## config.mk

```make
export PLATFORM = sky130hd
export DESIGN_NAME = reg_bank_flat
export DESIGN_NICKNAME = d
export VERILOG_FILES = /design/src/rtl/reg_bank_if.sv /design/src/rtl/reg_bank.sv /design/src/flat_wrapper.sv
export SDC_FILE = /design/constraint.sdc
export NUM_CORES = 1
export LEC_CHECK = 0
export ABC_AREA = 1
export BUFFER_PORTS_ARGS = -buffer_cell sky130_fd_sc_hd__buf_4
export CELL_PAD_IN_SITES_DETAIL_PLACEMENT = 1
export CELL_PAD_IN_SITES_GLOBAL_PLACEMENT = 2
export CORE_MARGIN = 2
export CORE_UTILIZATION = 37
export CTS_BUF_LIST = sky130_fd_sc_hd__clkbuf_2 sky130_fd_sc_hd__clkbuf_4 sky130_fd_sc_hd__clkbuf_8
export CTS_CLUSTER_DIAMETER = 40
export DETAILED_ROUTE_END_ITERATION = 16
export GPL_TIMING_DRIVEN = 0
export PLACE_DENSITY_LB_ADDON = 0.1
export SETUP_SLACK_MARGIN = 0.15
export SLEW_MARGIN = 25
export SYNTH_ARGS = -nofsm -noshare
export SYNTH_HDL_FRONTEND = slang
export SYNTH_SLANG_ARGS = --single-unit
```

## constraint.sdc

```tcl
create_clock -name clk -period 19.7 [get_ports clk]
set_input_delay 1.97 -clock clk [delete_from_list [all_inputs] [get_ports clk]]
set_output_delay 1.97 -clock clk [all_outputs]
set_load 0.01 [all_outputs]
```

## src/rtl/reg_bank_if.sv

```systemverilog
// Bus bundle for reg_bank: write port, two read ports and the clear-sweep handshake.
interface reg_bank_if #(
  parameter int M = 32,
  parameter int N = 16
);
  localparam int AW = $clog2(N);

  logic          WE;
  logic [AW-1:0] WA;
  logic [M-1:0]  DATA_IN;
  logic [AW-1:0] RA1;
  logic [AW-1:0] RA2;
  logic [M-1:0]  RD1;
  logic [M-1:0]  RD2;
  logic          CLR;
  logic          BUSY;
  logic          WR_READY;

  modport master (
    output WE, WA, DATA_IN, RA1, RA2, CLR,
    input  RD1, RD2, BUSY, WR_READY
  );

  modport slave (
    input  WE, WA, DATA_IN, RA1, RA2, CLR,
    output RD1, RD2, BUSY, WR_READY
  );
endinterface

```

## src/rtl/reg_bank.sv

```systemverilog
// Register bank with one write port, two combinational read ports and a
// sequential clear sweep that zeroes one register per cycle while BUSY is high.
module reg_bank #(
  parameter int M       = 32,
  parameter int N       = 16,
  parameter int ZERO_R0 = 1,
  parameter int BYPASS  = 0
) (
  input logic       clk,
  input logic       reset,
  reg_bank_if.slave bus
);
  localparam int AW = $clog2(N);

  localparam logic [0:0] IDLE  = 1'b0;
  localparam logic [0:0] SWEEP = 1'b1;

  localparam logic [AW-1:0] LAST_IDX = AW'(N - 1);

  logic [M-1:0]  mem_q [N];
  logic [M-1:0]  mem_d [N];
  logic [0:0]    state_q, state_d;
  logic [AW-1:0] idx_q, idx_d;
  logic          wr_accept;

  // An address holds real storage if it exists and is not the hardwired zero register.
  function automatic logic live_addr(input logic [AW-1:0] a);
    return (32'(a) < N) && !((ZERO_R0 != 0) && (a == '0));
  endfunction

  assign wr_accept    = bus.WE && (state_q == IDLE);
  assign bus.BUSY     = (state_q == SWEEP);
  assign bus.WR_READY = (state_q == IDLE);

  // Read port 1: zero for dead addresses, optional forwarding of an accepted write.
  always_comb begin
    bus.RD1 = '0;
    if (live_addr(bus.RA1)) begin
      if ((BYPASS != 0) && wr_accept && (bus.WA == bus.RA1))
        bus.RD1 = bus.DATA_IN;
      else
        bus.RD1 = mem_q[bus.RA1];
    end
  end

  // Read port 2: identical behaviour to port 1.
  always_comb begin
    bus.RD2 = '0;
    if (live_addr(bus.RA2)) begin
      if ((BYPASS != 0) && wr_accept && (bus.WA == bus.RA2))
        bus.RD2 = bus.DATA_IN;
      else
        bus.RD2 = mem_q[bus.RA2];
    end
  end

  // Next state: writes only in IDLE; SWEEP clears mem[idx] each cycle and ignores CLR/WE.
  always_comb begin
    state_d = state_q;
    idx_d   = idx_q;
    mem_d   = mem_q;
    case (state_q)
      IDLE: begin
        if (wr_accept && live_addr(bus.WA))
          mem_d[bus.WA] = bus.DATA_IN;
        if (bus.CLR) begin
          state_d = SWEEP;
          idx_d   = '0;
        end
      end
      SWEEP: begin
        mem_d[idx_q] = '0;
        if (idx_q == LAST_IDX) begin
          state_d = IDLE;
          idx_d   = '0;
        end else begin
          idx_d = idx_q + AW'(1);
        end
      end
      default: begin
        state_d = IDLE;
        idx_d   = '0;
      end
    endcase
  end

  // State registers; reset clears storage and aborts any sweep immediately.
  always_ff @(posedge clk or posedge reset) begin
    if (reset) begin
      mem_q   <= '{default: '0};
      state_q <= IDLE;
      idx_q   <= '0;
    end else begin
      mem_q   <= mem_d;
      state_q <= state_d;
      idx_q   <= idx_d;
    end
  end
endmodule

```

## src/flat_wrapper.sv

```systemverilog
// flat-port wrapper written by rule: the top's interface ports become plain ports
module reg_bank_flat 
#(
  parameter int M       = 32,
  parameter int N       = 16,
  parameter int ZERO_R0 = 1,
  parameter int BYPASS  = 0
)
  (clk, reset, bus_WE, bus_WA, bus_DATA_IN, bus_RA1, bus_RA2, bus_CLR, bus_RD1, bus_RD2, bus_BUSY, bus_WR_READY);
  reg_bank_if #(.M(M), .N(N)) bus_i ();
  input logic clk;
  input logic reset;
  input wire logic [$bits(bus_i.WE)-1:0] bus_WE;
  input wire logic [$bits(bus_i.WA)-1:0] bus_WA;
  input wire logic [$bits(bus_i.DATA_IN)-1:0] bus_DATA_IN;
  input wire logic [$bits(bus_i.RA1)-1:0] bus_RA1;
  input wire logic [$bits(bus_i.RA2)-1:0] bus_RA2;
  input wire logic [$bits(bus_i.CLR)-1:0] bus_CLR;
  output wire logic [$bits(bus_i.RD1)-1:0] bus_RD1;
  output wire logic [$bits(bus_i.RD2)-1:0] bus_RD2;
  output wire logic [$bits(bus_i.BUSY)-1:0] bus_BUSY;
  output wire logic [$bits(bus_i.WR_READY)-1:0] bus_WR_READY;
  assign bus_i.WE = bus_WE;
  assign bus_i.WA = bus_WA;
  assign bus_i.DATA_IN = bus_DATA_IN;
  assign bus_i.RA1 = bus_RA1;
  assign bus_i.RA2 = bus_RA2;
  assign bus_i.CLR = bus_CLR;
  assign bus_RD1 = bus_i.RD1;
  assign bus_RD2 = bus_i.RD2;
  assign bus_BUSY = bus_i.BUSY;
  assign bus_WR_READY = bus_i.WR_READY;
  reg_bank #(.M(M), .N(N), .ZERO_R0(ZERO_R0), .BYPASS(BYPASS)) u_core (.clk(clk), .reset(reset), .bus(bus_i));
endmodule
```

==> flow_summary.json, run 1 <==
{
  "clkTransAtPathRegs_ns": 0.05,
  "peakVddDrop_v": 0.0000487,
  "tightestPinTransition_ns": 1.16,
  "post_cts_resized": 0,
  "place_ws_ns": 13.10,
  "cp.required_ns": 17.73,
  "yosys_warnings": 0,
  "grt_pass1_vias": 31500,
  "crit_type": "in2out",
  "timing.final.crit_share_pct": 34.8,
  "leakage_nw": 18.4,
  "layout_commonest_cell": "nand2_1",
  "final_cells": 5550,
  "grt_max_degree": 88,
  "placedInstanceArea_sq_um": 31500,
  "cts_max_level": 3,
  "die_area_sq_um": 81100,
  "ios": 114,
  "die-height_um": 285,
  "initial_core_util_pct": 37.6,
  "grt_usage_pct": 37.9,
  "syn_area_sq_um": 29200,
  "syn_area_per_cell_sq_um": 6.96,
  "areaGrowthSynthToFinish_pct": 17.1,
  "drt.antenna.violating_nets": 0,
  "clkSinkCount": 517,
  "die-width_um": 285,
  "overflow": 0,
  "fin_ws_ns": 12.85,
  "drt_wl_total_mm": 156,
  "port_buffers": 107,
  "synth_fp_nets": 4246,
  "tns_ns": 0,
  "critPathLaunch": "bus_RA2[1]",
  "outcome": "finished, final reports clean",
  "drc": 0,
  "place_hpwl_mm": 119,
  "maxCapViolations": 0,
  "holdCritStartpoint": "u_core.mem_q[485]",
  "fin_area_sq_um": 34200,
  "r2r-start": "u_core.bus.BUSY",
  "numCtsBuffers": 112,
  "p_per_area_nw_per_um2": 122,
  "endpoint_kind": "primary output",
  "final_cell_mix": "nand2_1 (1390), nand3_1 (711), inv_1 (627), dfrtp_1 (517), o22ai_1 (481)",
  "hp-class": "reg2reg",
  "start_kind": "primary input",
  "finalCriticalPeriod_ns": 6.85,
  "viasPerCell": 5.70,
  "grt_pass1_wl_mm": 224,
  "cts.hold.buffers_added": 0,
  "std_cell_rows": 102,
  "yosysSeqAreaShare_pct": 44.3,
  "tritoncts": "yes",
  "syn_inst": 4194,
  "max_freq_mhz": 146,
  "post_cts_buffers": 0,
  "insertion_delay_ns": 0.75,
  "maxSlewViolCount": 0,
  "finalHoldViolCount": 0,
  "finalClockSkew_ns": 0.0226,
  "hold_ws_ns": 0.505,
  "wl_per_cell_um": 28.1,
  "clockBufferDepth": 3,
  "layout.nets": 4476,
  "antenna_found_initial": 1,
  "drtPass1Iterations": 5,
  "num_vias": 31600,
  "crit_arrival_ns": 4.88,
  "dp_cells": 5349,
  "gp_congestion": 1.00,
  "rsz0062_at_grt": "false",
  "setup_violations": 0,
  "ys_types": 21,
  "critPathMaxFanout": 10,
  "drive_above_1_share_pct": 9.78,
  "cts-root-buf": "clkbuf_8",
  "slew_headroom_pct": 22.9,
  "core_sq_um": 77700,
  "ys_ff_latch": 517,
  "drt_iter0_markers": 3413
}
## layer usage
metal  part of all wire, %  vias to the layer above  global-route usage [%]
met1                    42                    15800                    50.9
met4                   4.9                        0                    16.9
met3                   7.3                      385                    5.86
met5                     0                        -                       0
li1                      -                    14000                       -
met2                    45                     1436                    60.4
## through the flow
stage	util, %	power [mW]
2_1_floorplan	-	2.25
5_1_grt	44.0	4.35
6_report	44.0	4.15
4_1_cts	44.0	4.13
3_5_place_dp	40.5	2.70
3_3_place_gp	40.3	2.67
## synthesized netlist by cell type (all sizes together)
library cell	n	area share, %
a21oi	66	1.1
buf	159	2.6
clkbuf	178	2.3
dfrtp	517	44
ha	4	0.17
inv	630	8.1
nand2	1391	18
nand3	711	12
nand3b	1	0.026
nor2	43	0.55
nor3	5	0.15
nor4	2	0.043
o21ai	5	0.12
o22ai	481	10
xor2	1	0.030
## cell type report
class / count / area (sq um)
multi-input cells: 2710 / 12400
well taps: 1040 / 1300
clock inverters: 47 / 684
repair buffers: 116 / 998
fillers: 10000 / 43500
inverters: 630 / 2370
flip-flops and latches: 517 / 12900
diodes: 1 / 2.50
clock buffers: 152 / 1990
plain buffers: 337 / 1450
## where the power goes
part	internal [mW]	leakage [nW]	switching [mW]	total [mW]
clock network	0.874	1.38	0.554	1.43
registers	1.34	7.10	0.0802	1.42
logic	0.388	9.90	0.915	1.30
total	2.60	18.4	1.55	4.15
## cell families after synthesis
group	share of synthesized area, %
xor+xnor	0.0300
simple gates	30.9
buf+inv	13.0
compound gates	11.6
flops	44.3
fa+ha+maj	0.171
## registers in the layout, summed over array words and instances (netlist names)
signal,flops
u_core.bus.BUSY,1
u_core.idx_q,4
u_core.mem_q,512
## critical path: stages
cell and delay (ns):
buf_4 0.11, clkbuf_1 0.70, clkbuf_1 0.92, nand3_1 0.28, nand3_1 0.17, nand3_1 0.20
a21oi_1 0.34, buf_4 0.18
## final timing paths
path                                     endpoint  slack, ns  cells past startpoint
worst max-delay path                   bus_RD2[0]      12.85                      8
worst min-delay path            u_core.mem_q[485]       0.51                      2
worst max register to register  u_core.mem_q[110]      16.59                      8
worst min register to register  u_core.mem_q[485]       0.51                      2
max in group asynchronous       u_core.mem_q[454]      16.75                      5
min in group asynchronous        u_core.mem_q[84]       1.27                      2
No activity file was read; power rests on OpenSTA's default activity.
==> run 2, diff against run 1 <==
clock period = 6.5 ns   (was 19.7 ns; I/O delays follow)
==> run 2 against run 1 <==
Critical endpoint is now bus_RD1[14]. First-iteration DRC count decreased by 4.8%. Utilization increased by 0.25 points. Critical path type unchanged. Largest power group is now sequential cells. Register-to-register slack got worse by 13 ns.
==> flow_summary.json, run 2 (same netlist as run 1, synthesis figures left out) <==
{
  "outcome": "finished, final reports clean",
  "top_layer": "met4",
  "timing.final.crit_share_pct": 63.3,
  "final_core_util_pct": 44.2,
  "tritoncts": "yes",
  "peakVddDrop_v": 0.000191,
  "clkSinkCount": 517,
  "numCtsBuffers": 113,
  "grt_pass1_wl_mm": 223,
  "rsz0062_at_grt": "false",
  "grt_max_degree": 33,
  "final_cell_mix": "nand2_1 (1390), nand3_1 (711), inv_1 (627), dfrtp_1 (517), o22ai_1 (481)",
  "hold_ws_ns": 0.168,
  "slew_headroom_pct": 21.8,
  "crit_arrival_ns": 3.47,
  "drt.antenna.violating_nets": 0,
  "finalCriticalPeriod_ns": 4.12,
  "insertion_delay_ns": 0.76,
  "die-height_um": 285,
  "cts_max_level": 3,
  "grt_usage_pct": 37.8,
  "regMostFlops": "u_core.mem_q",
  "drt_wl_total_mm": 155,
  "grt_pass1_vias": 31600,
  "tightestPinTransition_ns": 1.17,
  "drc": 0,
  "endpoint_kind": "primary output",
  "wl_met3_mm": 11.5,
  "critPathMaxFanout": 10,
  "cp.required_ns": 5.85,
  "routed-wl-met2_mm": 69.3,
  "antenna_found_initial": 1,
  "finalHoldViolCount": 0,
  "post_cts_resized": 0,
  "maxSlewViolCount": 0,
  "cts-root-buf": "clkbuf_8",
  "largest_reg_flops": 512,
  "start_kind": "primary input",
  "die-width_um": 285,
  "placedInstanceArea_sq_um": 31700,
  "setup_violations": 0,
  "initial_core_util_pct": 37.6,
  "overflow": 0,
  "drtPass1Iterations": 5,
  "drt_iter0_markers": 3250,
  "port_buffers": 107,
  "core_sq_um": 77700,
  "fin_area_sq_um": 34400,
  "layout.nets": 4489,
  "dp_cells": 5361,
  "finalClockSkew_ns": 0.0340,
  "maxCapViolations": 0,
  "layout_commonest_cell": "nand2_1",
  "areaGrowthSynthToFinish_pct": 17.8,
  "drive_above_1_share_pct": 10.3,
  "crit_type": "in2out",
  "clkTransAtPathRegs_ns": 0.05,
  "num_vias": 31400,
  "max_freq_mhz": 243,
  "std_cell_rows": 102,
  "met1_length_mm": 66.0,
  "gp_congestion": 1.01,
  "leakage_nw": 18.5,
  "viasPerCell": 5.64,
  "p_per_area_nw_per_um2": 364,
  "hp-class": "in2reg",
  "final_cells": 5576,
  "ios": 114,
  "wl_per_cell_um": 27.8,
  "clockBufferDepth": 3,
  "die_area_sq_um": 81100,
  "place_hpwl_mm": 120
}
run 2: worst paths after layout:
path | startpoint | to | slack [ns] | cells past startpoint
setup / recovery | bus_RA1[1] | bus_RD1[14] | 2.38 | 9
hold / removal | bus_CLR | u_core.bus.BUSY | 0.17 | 3
setup reg to reg | u_core.bus.BUSY | u_core.mem_q[101] | 3.53 | 8
hold reg to reg | u_core.mem_q[487] | u_core.mem_q[487] | 0.50 | 2
max in group asynchronous | reset | u_core.mem_q[452] | 4.19 | 10
min in group asynchronous | reset | u_core.mem_q[117] | 0.40 | 3
run 2: where the power goes:
group	switching, mW	leakage [nW]	internal [mW]	total [mW]
Clock	1.71	1.36	2.52	4.23
Sequential	0.246	7.10	4.07	4.31
Combinational	2.77	9.99	1.19	3.95
Total	4.72	18.5	7.77	12.5
run 2: timing repair:
item | in CTS | in global routing
hold endpoints to repair | 7 | 0
setup buffers | 0 | 0
hold buffers | 1 | 0
run 2: critical path, cell delays in order:
cell,delay (ns)
buf_4,0.14
inv_1,0.06
clkbuf_2,0.47
buf_1,0.66
nand3_1,0.27
nand3_1,0.14
nand3_1,0.19
a21oi_1,0.61
buf_4,0.24
run 2: metal layers:
metal,GRT usage [%],vias up
li1,-,14000
met1,50.4,15600
met2,58.9,1430
met3,6.81,367
met4,19.1,0
met5,0,-
run 2: layout make-up:
class	count	area, sq um
multi-input combinational	2710	12400
fill	9981	43400
antenna	3	7.51
timing repair buffer	128	1200
clock buffer	163	2090
sequential	517	12900
clock inverter	48	566
tap	1040	1300
inverter	630	2370
buffer	337	1450
run 2: stage by stage:
stage               setup TNS (ns)  power [mW]  setup WS (ns)
floorplan                  -606.06        6.82          -1.17
global placement          -2423.66        8.07          -4.84
detailed placement               0        8.19           2.51
CTS                              0        12.4           2.50
global route                     0        13.1           2.34
finish                           0        12.5           2.38
